`src/rtl/tomasulo_pkg.sv`:
```
// Shared Tomasulo datapath constants: reservation-station tags, CDB idle sentinel and helpers.
// Used by cdb_arbiter, register_status and the reservation stations.
package tomasulo_pkg;

    localparam logic [2:0]  FREE_REGISTER    = 3'd0;
    localparam logic [2:0]  RES_STATION_ADD1 = 3'd1;
    localparam logic [2:0]  RES_STATION_ADD2 = 3'd2;
    localparam logic [2:0]  Qj_Qk_sem_valor  = 3'd0;
    localparam logic [15:0] NO_DATA          = 16'b1111_1111_1111_0000;

    // Reduces idx into [0, n) for idx < 2n, i.e. a single wrap of a ring index.
    function automatic int unsigned rr_wrap(input int unsigned idx, input int unsigned n);
        return (idx >= n) ? (idx - n) : idx;
    endfunction

endpackage

```
`src/rtl/rr_priority_picker.sv`:
```
// Combinational round-robin picker: first set request bit at or after ptr, wrapping.
// Produces a one-hot grant, the winner index and an any-grant flag.
module rr_priority_picker
    import tomasulo_pkg::*;
#(
    parameter int unsigned N_REQ = 3,
    parameter int unsigned PTR_W = 2
) (
    input  logic [N_REQ-1:0] req,
    input  logic [PTR_W-1:0] ptr,
    output logic [N_REQ-1:0] grant,
    output logic [PTR_W-1:0] win_idx,
    output logic             any
);

    logic [PTR_W-1:0] cand;

    always_comb begin
        grant   = '0;
        win_idx = '0;
        any     = 1'b0;
        cand    = '0;
        for (int unsigned k = 0; k < N_REQ; k++) begin
            cand = PTR_W'(rr_wrap(32'(ptr) + k, N_REQ));
            if (!any && req[cand]) begin
                any         = 1'b1;
                grant[cand] = 1'b1;
                win_idx     = cand;
            end
        end
    end

endmodule

```
`src/rtl/cdb_arbiter.sv`:
```
// Common Data Bus arbiter: round-robin grant, registered tag/result broadcast.
// Define CDB_ARB_FIXED_PRIORITY_EN for lowest-index-wins priority with no pointer register.
module cdb_arbiter #(
    parameter int unsigned        N_REQ   = 3,
    parameter int unsigned        TAG_W   = 3,
    parameter int unsigned        DATA_W  = 16,
    parameter logic [DATA_W-1:0]  NO_DATA = DATA_W'(tomasulo_pkg::NO_DATA),
    localparam int unsigned       PTR_W   = (N_REQ > 1) ? $clog2(N_REQ) : 1
) (
    input  logic                    Clock,
    input  logic                    Reset,
    input  logic [N_REQ-1:0]        Req_valid,
    input  logic [N_REQ*DATA_W-1:0] Req_data,
    output logic [N_REQ-1:0]        Req_ready,
    output logic [TAG_W-1:0]        Qi_CDB,
    output logic [DATA_W-1:0]       Qi_CDB_data,
    output logic [PTR_W-1:0]        Grant_ptr
);

    import tomasulo_pkg::*;

    logic [PTR_W-1:0] ptr_q;
    logic [PTR_W-1:0] win_idx;
    logic [N_REQ-1:0] grant;
    logic             any;

    rr_priority_picker #(
        .N_REQ (N_REQ),
        .PTR_W (PTR_W)
    ) u_picker (
        .req     (Req_valid),
        .ptr     (ptr_q),
        .grant   (grant),
        .win_idx (win_idx),
        .any     (any)
    );

    // Grant implies valid, so any grant is a transfer this cycle.
    assign Req_ready = grant;
    assign Grant_ptr = ptr_q;

    always_ff @(posedge Clock or posedge Reset) begin
        if (Reset) begin
            Qi_CDB      <= TAG_W'(FREE_REGISTER);
            Qi_CDB_data <= NO_DATA;
        end else if (any) begin
            Qi_CDB      <= TAG_W'(win_idx) + TAG_W'(1);
            Qi_CDB_data <= Req_data[win_idx*DATA_W +: DATA_W];
        end else begin
            Qi_CDB      <= TAG_W'(FREE_REGISTER);
            Qi_CDB_data <= NO_DATA;
        end
    end

`ifdef CDB_ARB_FIXED_PRIORITY_EN
    assign ptr_q = '0;
`else
    logic [PTR_W-1:0] ptr_d;

    // Last winner drops to lowest priority.
    always_comb begin
        ptr_d = ptr_q;
        if (any) begin
            ptr_d = PTR_W'(rr_wrap(32'(win_idx) + 32'd1, N_REQ));
        end
    end

    always_ff @(posedge Clock or posedge Reset) begin
        if (Reset) begin
            ptr_q <= '0;
        end else begin
            ptr_q <= ptr_d;
        end
    end
`endif

endmodule

```
`config.mk`:
```
export PLATFORM = sky130hd
export DESIGN_NAME = cdb_arbiter
export DESIGN_NICKNAME = d
export VERILOG_FILES = /design/src/rtl/tomasulo_pkg.sv /design/src/rtl/rr_priority_picker.sv /design/src/rtl/cdb_arbiter.sv
export SDC_FILE = /design/constraint.sdc
export NUM_CORES = 1
export LEC_CHECK = 0
export ABC_AREA = 1
export CAP_MARGIN = 30
export CORE_MARGIN = 2
export CORE_UTILIZATION = 45
export CTS_BUF_LIST = sky130_fd_sc_hd__clkbuf_8
export DETAILED_ROUTE_END_ITERATION = 8
export PLACE_DENSITY = 0.88
export SLEW_MARGIN = 20
export SYNTH_ARGS = -nofsm -noshare
export SYNTH_HDL_FRONTEND = slang
export SYNTH_SLANG_ARGS = --single-unit
```
`constraint.sdc`:
```
create_clock -name Clock -period 4.57 [get_ports Clock]
set_clock_uncertainty 0.1 [all_clocks]
set_input_delay 0.6855 -clock Clock [delete_from_list [all_inputs] [get_ports Clock]]
set_output_delay 0.6855 -clock Clock [all_outputs]
set_load 0.05 [all_outputs]
```
* Yosys cells after proc, flatten, opt, wreduce, memory -nomap -nowiden
Index checks and enable logic that the tools add are counted.
** Storage, ports and cells
- Register bits :: 21
- Bits of input ports :: 53
- Output and inout port bits :: 24
- Word-level logic and storage cells :: 58
** Cells by class
- Add/sub/neg operators :: 8
- $lt $le $gt $ge :: 10
- Shift operators :: 1
- Mux-type cells :: 27
- Bitwise operators :: 2
- Reductions and logical operators :: 7
** Operators with widths (count)
- indexed part select 48 x 7 -> 16 bit :: 1
- 2-to-1 mux 16 bit :: 1
- 2-to-1 mux 2 bit :: 7
- 2-to-1 mux 3 bit :: 4
- adder 2 x 1 -> 3 bit, second input constant :: 3
- greater-or-equal comparator 3 x 2 -> 1 bit, second input constant :: 3
- less-than comparator 2 x 3 -> 1 bit, second input constant :: 3
- 2-to-1 mux 1 bit :: 9
- subtractor 2 bit, second input constant :: 4
- binary-select mux 1 bit (select 2 bit) :: 3
- demux 1 bit (select 2 bit) :: 3
- greater-or-equal comparator 2 x 1 -> 1 bit, second input constant :: 3
- bitwise OR 3 bit :: 2
- logical AND 1 bit :: 5
- adder 2 x 2 -> 3 bit, second input constant :: 1
- greater-or-equal comparator 2 bit, second input constant :: 1
- zero test 1 bit :: 2

* Longest topological paths before layout
- Depth after elaboration :: 14
- Depth in mapped cells :: 16
- Mapped depth without buffers :: 15

* Cells and area by module
A second synthesis with hierarchy kept.
** Second synthesis, totals
- Cell total of the unflattened synthesis :: 202
- Area total of the unflattened synthesis :: 1416.4 um^2
** By module, submodules not included
- cdb_arbiter :: instances 1, cells each 144, area each 1094.8 um^2, seq. area each 540.5 um^2
- rr_priority_picker :: instances 1, cells each 58, area each 321.6 um^2, seq. area each 0.0 um^2

* Worst setup path after synthesis
Ideal clock, no wire load.
- Path kind :: register to output
- Start point :: reg ptr_q[0] (netlist: Grant_ptr[0])
- End point :: out Req_ready[0]
- Arrival :: 2548 ps
- Required time :: 3784 ps
- Path slack :: 1237 ps
- Stages on the path, launching flop included :: 8
- Path buffers :: 0
- Path through :: dfrtp_1 -> inv_1 -> ha_1 -> inv_1 -> nand3_1 -> nand2_2 -> nand3_1 -> o221ai_1
** Between the ends
- Cells in the longest elaborated chain, start to end :: 11
- Elaborated cells between the ends (all ways) :: 43
- Those cells by class :: 5 x add/sub; 9 x order compare; 20 x mux; 2 x bitwise; 7 x reduce/logical
** Ends and longest elaborated chain
- from (decl) :: line cdb_arbiter.sv:22 : logic [PTR_W-1:0] ptr_q;
- from (signal assigned) :: line cdb_arbiter.sv:72 : ptr_q <= ptr_d;
- adder 2 x 1 -> 3 bit (tied with other cells) :: line rr_priority_picker.sv:24 : cand = PTR_W'(rr_wrap(32'(ptr) + k, N_REQ));
- greater-or-equal comparator 3 x 2 -> 1 bit (tied with other cells) :: line tomasulo_pkg.sv:13 : return (idx >= n) ? (idx - n) : idx;
- 2-to-1 mux 2 bit (tied with other cells) :: line tomasulo_pkg.sv:13
- less-than comparator 2 x 3 -> 1 bit (not written as such) (tied with other cells) :: line rr_priority_picker.sv:27 : grant[cand] = 1'b1;
- logical AND 1 bit (not written as such) (tied with other cells) :: line rr_priority_picker.sv:27
- 2-to-1 mux 1 bit (not written as such) (tied with other cells) :: line rr_priority_picker.sv:27
- demux 1 bit (select 2 bit) (tied with other cells)
- bitwise OR 3 bit (no line) / 2-to-1 mux 1 bit (equally long branches)
- 2-to-1 mux 3 bit / zero test 1 bit (equally long branches) :: line rr_priority_picker.sv:25 : if (!any && req[cand]) begin
- bitwise OR 3 bit (no line) / logical AND 1 bit (equally long branches)
- 2-to-1 mux 3 bit * :: line rr_priority_picker.sv:25
- to (decl) :: line cdb_arbiter.sv:14 : output logic [N_REQ-1:0] Req_ready,
Mark *: on every way between the ends. The rest lies on a longest branch, timed or not. The select of a mux whose other input is x is not followed.

* Worst setup path after layout
- Start point :: in Req_valid[2]
- End point :: out Req_ready[1]
** Between the ends
- Cells in the longest elaborated chain, start to end :: 9
- Elaborated cells between the ends (all ways) :: 17
- Those cells by class :: 11 x mux; 2 x bitwise; 4 x reduce/logical
** Ends and longest elaborated chain
- from (decl) :: line cdb_arbiter.sv:12 : input logic [N_REQ-1:0] Req_valid,
- binary-select mux 1 bit (select 2 bit) :: line rr_priority_picker.sv:25
- 2-to-1 mux 1 bit (not written as such) :: line rr_priority_picker.sv:25
- 2-to-1 mux 1 bit :: line rr_priority_picker.sv:25
- zero test 1 bit :: line rr_priority_picker.sv:25
- logical AND 1 bit :: line rr_priority_picker.sv:25
- 2-to-1 mux 1 bit :: line rr_priority_picker.sv:25
- zero test 1 bit :: line rr_priority_picker.sv:25
- logical AND 1 bit :: line rr_priority_picker.sv:25
- 2-to-1 mux 3 bit * :: line rr_priority_picker.sv:25
Marked as above.

==> run metrics <==
CP max FO=14; synthesized area=1569 sq um; GRT met3 Usage=3.214%; met2 Use GR=41.89%; max-cap violations=0; antenna-violating nets left=0; hold crit path type=reg2reg; WL/cell=12.01 um; minimum clock period=3.629 ns; Std-Cell Rows=21; First-pass DRT Iterations=4; Setup violations, final=0; most frequent cells in the layout=clkdlybuf4s50_1 (76), nand2_1 (73), nand3_1 (52); sequential area share after synthesis=34.45%; FF-to-FF setup slack=1.98 ns; vias per cell=4.767; fraction of layout cells with a size suffix above 1=11.92%; Die Wd=63.05 um; outcome=completed; ANT cells=0; Avg Inst Size Synth=6.852 sq um; Synth top area share=20.10%; Critical Path End=Req_ready[1]; GRT Total Usage=22.88%; Worst-Skew Late Latency=0.27 ns; count of unique library cells instantiated by Yosys=24; Yosys reg bits=21; Tcrit/Tclk final=79.41%; clock tree buffer depth=2; yosys warns=0; synthesized net count=286; largest net degree at the start of global routing=22; Setup Total Neg Slack=0 ns; Setup Buffers After CTS=0; Vias=1,659; DRC=0; Critical Path RT=3.78 ns; first-pass GRT wire length=7.224 mm; commonest non-fill, non-tap cell in the layout=clkdlybuf4s50_1; met1 Use GR=27.68%; DIE AREA=3975 sq um; Cells after Synth=229; RSZ-0062 raised after global routing=no; Fin. Hold Viols=0; Worst-path clk slew=0.08 ns; NumNets Final=360; post-DP HPWL=3.103 mm; antenna violations before repair=0; CP Class=in2out; area leader, netlist=dfstp_2; IO Pins=77; reg2reg end=Qi_CDB_data[2]; Synth area leaders=dfstp_2 (20%), nand2_1 (17%), nand3_1 (17%), dfrtp_1 (14%), inv_1 (11%); core area=3337 sq um; fillers=271; Hold Buf Count CTS=0; Max-slew headroom=46.53%; number of buffers added on ports=76; CTS Buf Count=3; Chip Height=63.05 um; Starting Density=47.02%; Worst Max-Slew Pin Slew=0.8012 ns; routed wire length=4.178 mm; busiest grt layer=met2; Arr. time, crit path=2.84 ns; placer congestion estimate=0.8811; CTS tree=done; H-tree depth=1; type of destination of the critical path=output port; startpoint types=input port; max frequency=0.2756 GHz; reg-to-reg startpoint=Grant_ptr[0]; worst setup path startpoint=Req_valid[2]; Slew Viols, Final=0; Sink Count=21; root buffer cell=clkbuf_8; P&R area growth vs syn=51.36%; initial DRC count=95; worst r2r path cells=10; Gates resized, CTS repair=0; vias in the first global route=1,606; GRT overflow=0
sequential cells by signal, indices dropped and copies added, names as in the netlist:
register,count
Qi_CDB,3
Qi_CDB_data,16
Grant_ptr,2
routing by layer:
layer | wire (um) | share of wire [%]
met4 | 56 | 1.3
met5 | 0 | 0
met1 | 1758 | 42
met3 | 246 | 5.9
met2 | 2117 | 51
area by class of cell:
class	instances	area, sq um	area share, %
inverters	48	180.2	7.587
clock buffers	3	41.29	1.739
well taps	46	57.56	2.424
repair buffers	77	768.2	32.35
clock inverters	1	5.005	0.2107
flip-flops and latches	21	540.5	22.76
multi-input cells	152	782.0	32.93
how the worst min path moves through the flow:
stage	startpoint	endpoint	slack, ns	cells past startpoint
after floorplan	Reset	Grant_ptr[0]	0.55	1
after global placement	Grant_ptr[0]	Grant_ptr[0]	0.52	2
after detailed placement	Grant_ptr[0]	Grant_ptr[0]	0.55	2
after CTS	Grant_ptr[0]	Grant_ptr[0]	0.56	2
after global routing	Grant_ptr[0]	Grant_ptr[0]	0.59	2
final	Grant_ptr[0]	Grant_ptr[0]	0.56	2
cells in the mapped netlist:
| cell | n |
|---|---|
| nand4_1 | 2 |
| a21oi_4 | 1 |
| a21oi_1 | 1 |
| nand2_4 | 2 |
| nand2_2 | 7 |
| buf_6 | 3 |
| nor3_4 | 1 |
| nand3_4 | 1 |
| nor2_4 | 1 |
| inv_2 | 4 |
| inv_1 | 44 |
| dfrtp_1 | 9 |
| o221ai_1 | 1 |
| buf_2 | 2 |
| o211ai_1 | 1 |
| ha_1 | 4 |
| nand3_2 | 1 |
| buf_4 | 3 |
| nor2_1 | 2 |
| nand4_2 | 1 |
| o22ai_1 | 1 |
| nand2_1 | 73 |
| nand3_1 | 52 |
| dfstp_2 | 12 |
critical path, cell delays in order:
cell	delay [ns]
clkdlybuf4s50_1	0.52
nand2_1	0.08
nand2_2	0.10
nand2_2	0.05
nand2_2	0.12
nand3_1	0.15
nand2_1	0.11
inv_2	0.11
nand2_1	0.10
clkdlybuf4s50_1	0.80
cell families after synthesis:
kind of cell | share of synthesized area, %
and+or+nand+nor | 43.86
buffers and inverters | 15.71
DFF | 34.45
AOI/OAI and AO/OA | 2.792
adders and majority gates | 3.190
metrics by stage:
stage	hold slack [ns]	worst slack, ns	util (%)	area [sq um]	cells
floorplan	0.5531	1.237	-	1569	229
CTS	0.5640	0.9384	71.17	2375	348
finish	0.5566	0.9410	71.17	2375	348
global route	0.5902	0.8168	71.17	2375	348
global placement	0.5194	0.9919	69.78	2328	344
detailed placement	0.5513	0.9518	69.78	2328	344
Power is not shown: default switching activity piles up to over one toggle a cycle in this logic, so the estimate is an artifact.
